**src/rtl/aes_pkg.sv**
```systemverilog
// Shared constants and types for the AES block loader slice.
package aes_pkg;

    localparam int unsigned AES_BYTES    = 16;
    localparam int unsigned STREAM_BYTES = 32;
    localparam logic [7:0]  RCON_FIRST   = 8'h01;
    localparam logic [7:0]  RCON_LAST    = 8'h36;

    typedef logic [127:0] aes_block_t;

    // Fill-side FSM: collecting stream bytes, or holding a complete block
    typedef enum logic {
        ST_FILL = 1'b0,
        ST_FULL = 1'b1
    } fill_state_t;

endpackage

```
**src/rtl/aes_byte_assembler.sv**
```systemverilog
// Collects 16 plaintext then 16 key bytes from a byte stream into the fill buffer.
module aes_byte_assembler
    import aes_pkg::*;
(
    input  logic       clock,
    input  logic       reset_n,
    input  logic [7:0] s_data,
    input  logic       s_valid,
    output logic       s_ready,
    input  logic       take,
    output logic       fill_full,
    output aes_block_t fill_state,
    output aes_block_t fill_key
);

    localparam logic [4:0] LAST_IDX  = 5'(STREAM_BYTES - 1);
    localparam logic [4:0] KEY_START = 5'(AES_BYTES);

    fill_state_t state_q;
    fill_state_t state_d;
    logic [4:0]  cnt_q;
    logic        accept;

    assign accept    = s_valid && (state_q == ST_FILL);
    assign s_ready   = (state_q == ST_FILL);
    assign fill_full = (state_q == ST_FULL);

    // FSM state register
    always_ff @(posedge clock or negedge reset_n) begin
        if (!reset_n) begin
            state_q <= ST_FILL;
        end else begin
            state_q <= state_d;
        end
    end

    // Next state: full after the last stream byte, back to filling once the block is taken
    always_comb begin
        state_d = state_q;
        case (state_q)
            ST_FILL: if (accept && (cnt_q == LAST_IDX)) state_d = ST_FULL;
            ST_FULL: if (take) state_d = ST_FILL;
            default: state_d = ST_FILL;
        endcase
    end

    // Byte counter and fill buffer; counter wraps 31 -> 0 on its own
    always_ff @(posedge clock or negedge reset_n) begin
        if (!reset_n) begin
            cnt_q      <= '0;
            fill_state <= '0;
            fill_key   <= '0;
        end else if (accept) begin
            cnt_q <= cnt_q + 5'd1;
            if (cnt_q < KEY_START) begin
                fill_state[{cnt_q[3:0], 3'b000} +: 8] <= s_data;
            end else begin
                fill_key[{cnt_q[3:0], 3'b000} +: 8] <= s_data;
            end
        end
    end

endmodule

```
**src/rtl/aes_block_loader.sv**
```systemverilog
// Double-buffered block loader feeding the AES round pipeline's new-block inputs.
module aes_block_loader
    import aes_pkg::*;
#(
    parameter bit         PRE_XOR   = 1'b1,
    parameter logic [7:0] RCON_INIT = RCON_FIRST
) (
    input  logic         clock,
    input  logic         reset_n,
    input  logic [7:0]   s_data,
    input  logic         s_valid,
    output logic         s_ready,
    input  logic         slot_free,
    output logic [127:0] out_state,
    output logic [127:0] out_key,
    output logic         empty,
    output logic [7:0]   rcon_out,
    output logic [15:0]  blk_cnt
);

    aes_block_t  fill_state;
    aes_block_t  fill_key;
    aes_block_t  hold_state_q;
    aes_block_t  hold_key_q;
    logic        fill_full;
    logic        hold_valid_q;
    logic        consume;
    logic        transfer;
    logic [15:0] blk_cnt_q;

    aes_byte_assembler u_asm (
        .clock      (clock),
        .reset_n    (reset_n),
        .s_data     (s_data),
        .s_valid    (s_valid),
        .s_ready    (s_ready),
        .take       (transfer),
        .fill_full  (fill_full),
        .fill_state (fill_state),
        .fill_key   (fill_key)
    );

    // Consume and transfer may coincide: the hold slot is refilled in the same edge it drains
    assign consume  = hold_valid_q && slot_free;
    assign transfer = fill_full && (!hold_valid_q || consume);

    // Hold register, occupancy flag and handed-off block counter
    always_ff @(posedge clock or negedge reset_n) begin
        if (!reset_n) begin
            hold_state_q <= '0;
            hold_key_q   <= '0;
            hold_valid_q <= 1'b0;
            blk_cnt_q    <= '0;
        end else begin
            if (transfer) begin
                hold_state_q <= PRE_XOR ? (fill_state ^ fill_key) : fill_state;
                hold_key_q   <= fill_key;
                hold_valid_q <= 1'b1;
            end else if (consume) begin
                hold_valid_q <= 1'b0;
            end
            if (consume) begin
                blk_cnt_q <= blk_cnt_q + 16'd1;
            end
        end
    end

    assign out_state = hold_state_q;
    assign out_key   = hold_key_q;
    assign empty     = !hold_valid_q;
    assign rcon_out  = hold_valid_q ? RCON_INIT : 8'h00;
    assign blk_cnt   = blk_cnt_q;

endmodule
```
**config.mk**
```make
export PLATFORM = sky130hd
export DESIGN_NAME = aes_block_loader
export DESIGN_NICKNAME = d
export VERILOG_FILES = /design/src/rtl/aes_pkg.sv /design/src/rtl/aes_byte_assembler.sv /design/src/rtl/aes_block_loader.sv
export SDC_FILE = /design/constraint.sdc
export NUM_CORES = 1
export LEC_CHECK = 0
export CAP_MARGIN = 20
export CORE_AREA = 2 2 203 205
export CTS_CLUSTER_DIAMETER = 40
export DETAILED_ROUTE_END_ITERATION = 10
export DIE_AREA = 0 0 205 207
export GPL_TIMING_DRIVEN = 0
export HOLD_SLACK_MARGIN = 0.1
export PLACE_DENSITY = 0.79
export SLEW_MARGIN = 20
export SYNTH_ARGS = -nofsm -noshare
export SYNTH_HDL_FRONTEND = slang
export SYNTH_HIERARCHICAL = 1
export SYNTH_SLANG_ARGS = --single-unit
```
**constraint.sdc**
```tcl
create_clock -name clock -period 3.4 [get_ports clock]
set_input_delay 0.68 -clock clock [delete_from_list [all_inputs] [get_ports clock]]
set_output_delay 0.68 -clock clock [all_outputs]
set_load 0.005 [all_outputs]
```
# == Yosys cells after proc, flatten, opt, wreduce, memory -nomap -nowiden ==
# Cells that the tools add are included.
# op_classes
addsub,3
order_cmp,1
eq_ne,1
n_shift,2
n_mux,8
n_bitwise,3
n_reduce_logical,9
# op_table
operator,count
bitwise mux 128 bit,2
"variable shift 8 x 9 -> 128 bit, first input constant",1
variable part select 8 x 9 -> 128 bit,1
XOR 128 bit,1
"adder 16 x 1 -> 16 bit, second input constant",1
negator 7 -> 9 bit,1
"adder 5 x 1 -> 5 bit, second input constant",1
"equality test 5 bit, second input constant",1
"less-than comparator 5 bit, second input constant",1
two-way mux 1 bit,5
logical AND 1 bit,4
AND reduction 2 bit,2
inverter 1 bit,2
one-hot mux 1 bit (2 select lines),1
nonzero test 2 bit,1
logical NOT 1 bit,1
logical OR 1 bit,1
# word_totals
regBits,535
input_bits,12
output_inout_bits,282
wordCells,35

# == Depth between registers and ports, before layout ==
# Gate-level depths: netlist of the first run.
# depth
depth_word,5
mapped_depth,9
mapped_depth_nobuf,6

# == Cells and area by module ==
# The synthesis of the first run kept the hierarchy.
# modules_own_cells
module,instances,cells_per_inst,area_per_inst_um2,seq_area_each_um2
aes_block_loader,1,1150,11357.1,6831.6
aes_byte_assembler,1,664,10436.3,6556.3

# == Least setup slack after synthesis of the first run ==
# Ideal clock, no wire load.
# synth_path
path_type,reg-to-reg
from,register u_asm.cnt_q[0]
to,register u_asm.fill_key[80]
setup_ns,0.125
arrival_ns,2.512
required_time_ns,3.275
setup_slack_ns,0.763
stages_incl_launch_ff,9
n_path_buf,3
period_less_slack_ns,2.637
cell_sequence,dfrtp_1 buf_4 clkbuf_1 inv_1 ha_1 clkbuf_1 nand2b_1 nor3_2 mux2_2
# synth_between
elab_chain_cells,3
elab_cells_between_ends,7
cone_classes,add/sub: 1; order compare: 1; shift: 2; mux: 1; bitwise: 1; reduce/logical: 1
# synth_rtl
item,line_no,text
start: declaration,aes_byte_assembler.sv:21,logic [4:0] cnt_q;
start signal: assignment,aes_byte_assembler.sv:54,cnt_q <= cnt_q + 5'd1;
negator 7 -> 9 bit or less-than comparator 5 bit (tied branches),"aes_byte_assembler.sv:58, aes_byte_assembler.sv:55",
variable part select 8 x 9 -> 128 bit (tied with other cells),aes_byte_assembler.sv:58,"fill_key[{cnt_q[3:0], 3'b000} +: 8] <= s_data;"
bitwise mux 128 bit or AND reduction 2 bit (tied branches),-,
end signal: indexed assignment,aes_byte_assembler.sv:58,
end: declaration,aes_byte_assembler.sv:13,output aes_block_t fill_key
# Parallel ways exist; a longest one is shown, timed or not.
# A chain may end at the register's enable or synchronous reset.

# == Worst setup path in the final report of the first run ==
# layout_path
from,register u_asm.cnt_q[0]
to,register u_asm.fill_state[23]
# layout_between
elab_chain_cells,3
elab_cells_between_ends,6
cone_classes,add/sub: 1; order compare: 1; shift: 2; mux: 1; reduce/logical: 1
# layout_rtl
item,line_no,text
negator 7 -> 9 bit,aes_byte_assembler.sv:56,"fill_state[{cnt_q[3:0], 3'b000} +: 8] <= s_data;"
variable part select 8 x 9 -> 128 bit or variable shift 8 x 9 -> 128 bit (tied branches),aes_byte_assembler.sv:56,
bitwise mux 128 bit,aes_byte_assembler.sv:56,
end signal: indexed assignment,aes_byte_assembler.sv:56,
end: declaration,aes_byte_assembler.sv:12,"output aes_block_t fill_state,"
# Parallel ways exist; a longest one is shown, timed or not.

==> summary.md, run 1 <==
| Metric | Value |
|---|---|
| Run status | `finished clean` |
| R2R cell count | `8` |
| Final Hold Fails | `0` |
| Chip Width | `205 µm` |
| Power share of the clock group | `0.296` |
| Clock latency on the worst-skew pair | `between 0.5 and 0.6 ns` |
| Critical path class | `flip-flop to flip-flop` |
| Number of enable-type register cells in the synthesized netlist | `0` |
| RSZ-0062 raised after global routing | `false` |
| Clock tree from TritonCTS | `yes` |
| Clock Sinks | `535` |
| Total overflow reported by the global router | `0` |
| Standby leakage power | `~13 nW` |
| Wire length of the first global-routing pass | `about 94 mm` |
| DR DRC count | `0` |
| Vias in the first global route | `approximately 16000` |
| Number of top-level pins | `roughly 290` |
| Synth Flop Type | `sky130_fd_sc_hd__dfrtp_1` |
| Peak clock frequency supported by timing | `a little over 300 MHz` |
| Total power density per cell area | `907 nW/µm²` |
| Post-placement setup slack | `roughly 0.016 ns` |
| Count of routing violations after the opening detailed-route iteration | `1123` |
| Portion of total power attributed to combinational logic | `0.313` |
| Sequential share of power | `0.391` |
| Core Box Area | `40400 µm²` |
| Fill cell instance count of the final layout | `~2900` |
| Wire length per cell after detailed routing | `around 22 µm` |
| Number of cells on the worst hold path | `2` |
| Total via count after detailed routing | `roughly 15000` |
| Hold path startpoint | `out_key[8]` |
| Post-Route Skew | `between 0.03 and 0.04 ns` |
| Design internal power | `around 17 mW` |
| Sequential area share after synthesis | `0.614` |
| Register-to-register path setup slack | `0.17 ns` |
| Number of CTS-inserted buffers | `between 60 and 70` |
| Number of iterations in the first detailed-routing pass | `5` |
| Net switching power | `around 8.3 mW` |
| Startpoint of the lowest-slack register-to-register path | `u_asm/cnt_q[0]` |
| Count of port buffers added during placement | `286` |
| Least-Margin Pin Slew | `roughly 1.0 ns` |
| Final count of pins violating max slew | `0` |
| Area of the multi-input gates | `7770 µm²` |
| Shortest period the worst path allows | `about 3.2 ns` |
| Final setup TNS | `0 ns` |
| Final setup violation count | `0` |
| Post-route clock period utilization | `0.949` |
| Ratio of cells with drive above 1 in the final layout | `0.209` |
| Required time reported for the critical path endpoint | `3.86 ns` |
| Max VDD drop | `between 500 and 600 µV` |
| Average cell area after synthesis | `between 10 and 15 µm²` |
| FF+latch count, synth | `535` |
| Final Routed Wirelength | `just over 60 mm` |
| Total Nets Final | `around 2200` |
| Post-synthesis async set-or-reset flop share | `1.00` |
| Pin count of the biggest net entering global routing | `between 100 and 150` |
| Net switching share of the total power | `0.329` |
| Gate Count Post-Synth | `approximately 1800` |
| PnR worst setup slack | `~0.17 ns` |
| Half-perimeter wire length of the detailed placement result | `~42 mm` |
| CTS H-tree lvls | `3` |
| Seq. cell area | `approximately 13000 µm²` |
| Number of library cell types mapped by synthesis | `44` |
| Initial antenna violation count | `1` |
| Clock slew at the register clock pins of the worst setup and hold paths | `~0.060 ns` |
| ANT nets after route | `0` |
| Setup crit end kind | `flip-flop` |
| Max-Cap Viols | `0` |
| Bufs on Longest Clock Path | `3` |
| Crit Path Max Fanout | `10` |
| CTS Root Buffer Type | `sky130_fd_sc_hd__clkbuf_16` |
| Capture endpoint of the worst hold path | `out_key[8]` |
| Arrival time reported for the critical path endpoint | `3.69 ns` |
| Height of the die | `around 210 µm` |
| Crit start category | `flip-flop` |
| Endpoint of the most critical register-to-register path | `u_asm/fill_state[23]` |
| Core Rows | `74` |
| Global placement routability congestion | `around 0.87` |
| Effective utilization at floorplan | `0.540` |
| Worst slew margin | `0.328` |
| Overall global routing resource usage | `0.293` |
| Relative area change from synthesis to final layout | `28.2%` |
| Post-layout util | `0.692` |
| Via count normalized by instance count | `approximately 5.5` |
| Area of the mapped netlist | `~22000 µm²` |
| Die outline area | `between 40000 and 50000 µm²` |
| Classification of the worst-slack hold path | `flip-flop to flip-flop` |
| Synth Warn # | `6` |
area by class of cell:
| type | count | area share |
|---|---|---|
| flip-flops and latches | 535 | 0.479 |
| plain buffers | 89 | 0.0230 |
| clock inverters | 36 | 0.0161 |
| repair buffers | 294 | 0.109 |
| well taps | 532 | 0.0238 |
| diodes | 1 | 0.0000896 |
| multi-input cells | 1190 | 0.278 |
| inverters | 5 | 0.000762 |
| clock buffers | 89 | 0.0693 |
stage by stage:
stage               total power, mW  area, µm²  std cells  hold slack [ns]
floorplan                      13.8      21800       1820            0.384
global placement               17.5      25300       2638            0.461
detailed placement             17.8      25500       2644            0.462
CTS                            25.4      27900       2770            0.475
global route                   26.6      27900       2770            0.492
finish                         25.3      27900       2771            0.472
power groups by stage:
| stage | clock [mW] | sequential [mW] | combinational (mW) |
|---|---|---|---|
| 2_1_floorplan | 0 | 9.61 | 4.18 |
| 3_3_place_gp | 0 | 9.90 | 7.58 |
| 3_5_place_dp | 0 | 9.96 | 7.84 |
| 4_1_cts | 7.56 | 9.88 | 7.96 |
| 5_1_grt | 7.88 | 10.1 | 8.58 |
| 6_report | 7.50 | 9.90 | 7.94 |
registers in the layout, indices dropped and copies added (netlist names):
name,count
u_asm/fill_state,128
u_asm/fill_full,1
out_key,128
u_asm/cnt_q,5
hold_valid_q,1
out_state,128
blk_cnt,16
u_asm/fill_key,128
metal layers:
| layer | track usage | part of all wire |
|---|---|---|
| met1 | 0.399 | 0.42 |
| met2 | 0.465 | 0.48 |
| met3 | 0.0585 | 0.068 |
| met4 | 0.114 | 0.035 |
| met5 | 0 | 0 |
kinds of logic (layout without fill, tap and decap cells):
family	count (synthesis)	count (layout)	synth area share
and+or+nand+nor	637	637	0.128
DFF	535	535	0.614
muxes	257	257	0.133
xor gates and xnor gates	148	148	0.0595
AOI/OAI and AO/OA	136	136	0.0321
buffers and inverters	95	513	0.0307
adders and majority gates	5	5	0.00287
other	1	8	0.000172
cell usage in the layout, fill, tap and decap left out, drive strengths merged, types with 11 or more instances in the layout:
| cell type | synthesis | layout |
|---|---|---|
| and3 | 12 | 12 |
| buf | 61 | 69 |
| clkbuf | 29 | 117 |
| clkdlybuf4s50 | 0 | 285 |
| dfrtp | 535 | 535 |
| inv | 5 | 22 |
| mux2 | 257 | 257 |
| nand2 | 529 | 529 |
| nand3 | 19 | 19 |
| nor2 | 11 | 11 |
| nor2b | 17 | 17 |
| o21ai | 132 | 132 |
| xnor2 | 144 | 144 |
worst max-delay path, cell delays in order (launching register included):
cell and delay [ns]:
sky130_fd_sc_hd__dfrtp_1 0.40, sky130_fd_sc_hd__buf_4 0.23, sky130_fd_sc_hd__clkbuf_1 0.31, sky130_fd_sc_hd__inv_1 0.13, sky130_fd_sc_hd__ha_1 0.32, sky130_fd_sc_hd__xor2_2 0.28, sky130_fd_sc_hd__nor3_1 0.61, sky130_fd_sc_hd__nand3_2 0.43
sky130_fd_sc_hd__mux2_2 0.40
worst max-delay path by stage:
stage | start | cells past startpoint | slack, ns | endpoint
6_report | u_asm/cnt_q[0] | 8 | 0.17 | u_asm/fill_state[23]
5_1_grt | u_asm/cnt_q[0] | 8 | 0.003 | u_asm/fill_state[23]
4_1_cts | u_asm/cnt_q[0] | 8 | 0.14 | u_asm/fill_key[83]
3_5_place_dp | u_asm/cnt_q[0] | 8 | 0.02 | u_asm/fill_key[18]
3_3_place_gp | reset_n | 1 | -20.99 | out_key[105]
2_1_floorplan | u_asm/cnt_q[0] | 8 | 0.76 | u_asm/fill_key[80]
synthesized netlist by cell type, types with 5 or more instances:
library cell | count | area share
sky130_fd_sc_hd__and2_1 | 9 | 0.0026
sky130_fd_sc_hd__and3_1 | 12 | 0.0034
sky130_fd_sc_hd__buf_2 | 13 | 0.0030
sky130_fd_sc_hd__buf_4 | 19 | 0.0065
sky130_fd_sc_hd__buf_6 | 28 | 0.014
sky130_fd_sc_hd__clkbuf_1 | 29 | 0.0050
sky130_fd_sc_hd__dfrtp_1 | 535 | 0.61
sky130_fd_sc_hd__ha_1 | 5 | 0.0029
sky130_fd_sc_hd__mux2_2 | 257 | 0.13
sky130_fd_sc_hd__nand2_1 | 525 | 0.090
sky130_fd_sc_hd__nand2b_1 | 5 | 0.0014
sky130_fd_sc_hd__nand3_1 | 13 | 0.0030
sky130_fd_sc_hd__nand3_2 | 6 | 0.0028
sky130_fd_sc_hd__nand4_1 | 8 | 0.0023
sky130_fd_sc_hd__nor2_1 | 9 | 0.0016
sky130_fd_sc_hd__nor2b_1 | 17 | 0.0049
sky130_fd_sc_hd__o21ai_0 | 81 | 0.019
sky130_fd_sc_hd__o21ai_1 | 51 | 0.012
sky130_fd_sc_hd__xnor2_1 | 144 | 0.058
what timing repair did:
item                                   in CTS  in global routing
endpoints found under the hold margin      55                  0
resized for setup                           1                  1
hold buffers                                1                  0
setup buffers                               0                  1
setup endpoints to repair                   5                 23
pin swaps                                   0                  1
Power figures use the tool's default switching activity.
==> run 2, diff against run 1 <==
--- a/config.mk
+++ b/config.mk
@@ -6,14 +6,15 @@
 export NUM_CORES = 1
 export LEC_CHECK = 0
 export CAP_MARGIN = 20
-export CORE_AREA = 2 2 203 205
+export CORE_AREA = 2 2 189 191
 export CTS_CLUSTER_DIAMETER = 40
 export DETAILED_ROUTE_END_ITERATION = 10
-export DIE_AREA = 0 0 205 207
+export DIE_AREA = 0 0 191 193
+export DONT_BUFFER_PORTS = 1
 export GPL_TIMING_DRIVEN = 0
 export HOLD_SLACK_MARGIN = 0.1
 export PLACE_DENSITY = 0.79
-export SLEW_MARGIN = 20
+export SLEW_MARGIN = 30
 export SYNTH_ARGS = -nofsm -noshare
 export SYNTH_HDL_FRONTEND = slang
 export SYNTH_HIERARCHICAL = 1
==> run 2 against run 1 <==
Net effect: critical path type unchanged; core utilization grew 1.4 points; design area is 12% lower; non-clock buffer count is 293 lower; first-iteration DRC count is 3.3% lower; sequential cell count is the same; combinational power down 29%; the run now ends with hold timing, slew limit left; maximum frequency rose by 1.2%; largest power group unchanged; via count fell by 8.2%; sequential share of layout area up 6.3 points; global-route usage increased by 2.4 points.
==> summary.md, run 2 (same netlist as run 1, synthesis figures left out) <==
| Metric | Value |
|---|---|
| Post-route clock period utilization | `0.938 (-0.0114)` |
| R2R cell count | `8 (unchanged)` |
| Initial antenna violation count | `5 (+4)` |
| Count of routing violations after the opening detailed-route iteration | `1086 (-3.3%)` |
| Critical path class | `flip-flop to flip-flop` |
| Stages on worst setup path | `8 (unchanged)` |
| Max-Cap Viols | `0 (unchanged)` |
| Effective utilization at floorplan | `0.623 (+0.0834)` |
| Overall global routing resource usage | `0.317 (+0.0240)` |
| Worst slew margin | `-0.335 (-0.663)` |
| Critical path's slowest cell | `sky130_fd_sc_hd__nor3_1` |
| Crit start category | `flip-flop` |
| Half-perimeter wire length of the detailed placement result | `38.1 mm (-9.3%)` |
| Vias in the first global route | `14400 (-8.4%)` |
| Clock Sinks | `535 (unchanged)` |
| Total via count after detailed routing | `13900 (-8.2%)` |
| Wire length of the first global-routing pass | `86.2 mm (-8.0%)` |
| Die outline area | `36900 µm² (-13%)` |
| Wire length per cell after detailed routing | `23.8 µm (+8.4%)` |
| Ratio of cells with drive above 1 in the final layout | `0.236 (+0.0274)` |
| Tightest hold margin | `-0.184 ns (-0.656 ns)` |
| Core Box Area | `35000 µm² (-13%)` |
| Required time reported for the critical path endpoint | `3.85 ns (about the same)` |
| Top library cells by usage in the layout, fill and taps aside | `sky130_fd_sc_hd__dfrtp_1, sky130_fd_sc_hd__nand2_1, sky130_fd_sc_hd__mux2_2` |
| CTS H-tree lvls | `3 (unchanged)` |
| DR DRC count | `0 (unchanged)` |
| Clock latency on the worst-skew pair | `0.57 ns (-0.02 ns)` |
| CP Cell Sequence | `buf_4 > clkbuf_1 > inv_1 > ha_1 > xor2_2 > nor3_1 > nand3_2 > mux2_2` |
| Final setup violation count | `0 (unchanged)` |
| Final Routed Wirelength | `57.3 mm (-6.0%)` |
| Classification of the worst-slack hold path | `input pin to asynchronous set/reset pin` |
| Clock slew at the register clock pins of the worst setup and hold paths | `0.06 ns (about the same)` |
| Pin count of the biggest net entering global routing | `536 (+410%)` |
| Via count normalized by instance count | `5.78 (+5.9%)` |
| Violations in the final reports | `hold timing, slew limit` |
| CTS Root Buffer Type | `sky130_fd_sc_hd__clkbuf_16` |
| Least-Margin Pin Slew | `2.00 ns (+0.995 ns)` |
| Top cell family by delay on the critical path | `simple AND/OR/NAND/NOR gates` |
| Post-layout util | `0.706 (+0.0144)` |
| Arrival time reported for the critical path endpoint | `3.64 ns (-0.05 ns)` |
| Peak per-stage delay on the critical path | `0.59 ns (-0.02 ns)` |
| Run status | `complete, but fails checks` |
| Count of port buffers added during placement | `0 (-100%)` |
| Final Hold Fails | `215 (+215)` |
| Height of the die | `193 µm (-6.8%)` |
| Worst Path Buf+Inv | `3 (unchanged)` |
| Register-to-register path setup slack | `0.21 ns (+0.04 ns)` |
| Setup crit end kind | `flip-flop` |
| Post-Route Skew | `0.0128 ns (-0.0175 ns)` |
| Cell total after placement | `2281 (-14%)` |
| Antenna diode count | `0 (-1)` |
| Bufs on Longest Clock Path | `3 (unchanged)` |
| Final count of pins violating max slew | `223 (+223)` |
| Core Rows | `69 (-6.8%)` |
| Shortest period the worst path allows | `3.19 ns (-0.0388 ns)` |
| Relative area change from synthesis to final layout | `13.3%` |
| Number of iterations in the first detailed-routing pass | `5 (unchanged)` |
| Standby leakage power | `12.1 nW (-8.6%)` |
| Endpoint of the most critical register-to-register path | `u_asm/fill_state[17]` |
| Chip Width | `191 µm (-6.8%)` |
| Total overflow reported by the global router | `0 (unchanged)` |
| Leading cell type in the layout, fill and taps excluded | `sky130_fd_sc_hd__dfrtp_1` |
| Clock tree from TritonCTS | `yes` |
| Max VDD drop | `554 µV (-3.3%)` |
| Peak clock frequency supported by timing | `314 MHz (+1.2%)` |
| RSZ-0062 raised after global routing | `false` |
| Global placement routability congestion | `0.879 (+1.1%)` |
| Crit Path Max Fanout | `10 (unchanged)` |
| Startpoint of the lowest-slack register-to-register path | `u_asm/cnt_q[0]` |
| Number of CTS-inserted buffers | `67 (-2.9%)` |
| ANT nets after route | `0 (unchanged)` |
| Total Nets Final | `1906 (-13%)` |
| Post-layout instance count excluding filler cells | `2402 (-13%)` |
| Number of top-level pins | `294 (unchanged)` |
| Total power density per cell area | `931 nW/µm² (+2.7%)` |
[run 2: cell type report]
class	count	area [µm²]
Inverter	5	21.3
Clock inverter	32	333
Timing Repair Buffer	1	7.51
Tap cell	461	577
Multi-Input combinational cell	1190	7780
Fill cell	2430	10300
Sequential cell	535	13400
Clock buffer	89	1950
Buffer	89	643
[run 2: report_power, final]
group / leakage [nW] / total [mW] / switching (mW) / internal (mW)
Combinational: 3.73 / 5.66 / 3.17 / 2.49
Clock: 1.10 / 7.16 / 2.78 / 4.38
Sequential: 7.29 / 10.2 / 1.84 / 8.34
Total: 12.1 / 23.0 / 7.79 / 15.2
[run 2: worst max-delay path by stage]
stage | slack, ns | end | from
finish | 0.21 | u_asm/fill_state[17] | u_asm/cnt_q[0]
floorplan | 0.76 | u_asm/fill_key[80] | u_asm/cnt_q[0]
CTS | 0.1 | u_asm/fill_key[21] | u_asm/cnt_q[0]
global placement | -0.007 | u_asm/fill_key[18] | u_asm/cnt_q[0]
global route | 0.03 | u_asm/fill_state[36] | u_asm/cnt_q[0]
detailed placement | -0.1 | u_asm/fill_key[21] | u_asm/cnt_q[0]
[run 2: per-stage QoR]
step           hold WS (ns)  cell area (µm²)  worst slack (ns)  TNS [ns]  power (mW)
6_report             -0.184            24700             0.212         0        23.0
2_1_floorplan         0.384            21800             0.763         0        13.8
5_1_grt              -0.216            24700            0.0283         0        24.1
3_5_place_dp          0.394            22400           -0.0958    -0.679        15.8
4_1_cts              -0.203            24700            0.0966         0        23.0
3_3_place_gp          0.395            22400          -0.00748   -0.0531        15.5
[run 2: per-layer routing]
layer / global-route usage / wire, µm / vias up
li1: - / - / 6117
met1: 0.407 / 22900 / 7142
met2: 0.507 / 27300 / 508
met3: 0.103 / 5250 / 105
met4: 0.120 / 1850 / 0
met5: 0 / 0 / -
[run 2: what timing repair did]
action / in CTS / in global routing
setup endpoints to repair: 9 / 51
gates resized for setup: 1 / 2
buffers inserted: 0 / 1
pin swaps: 0 / 1
endpoints found under the hold margin: 535 / 535
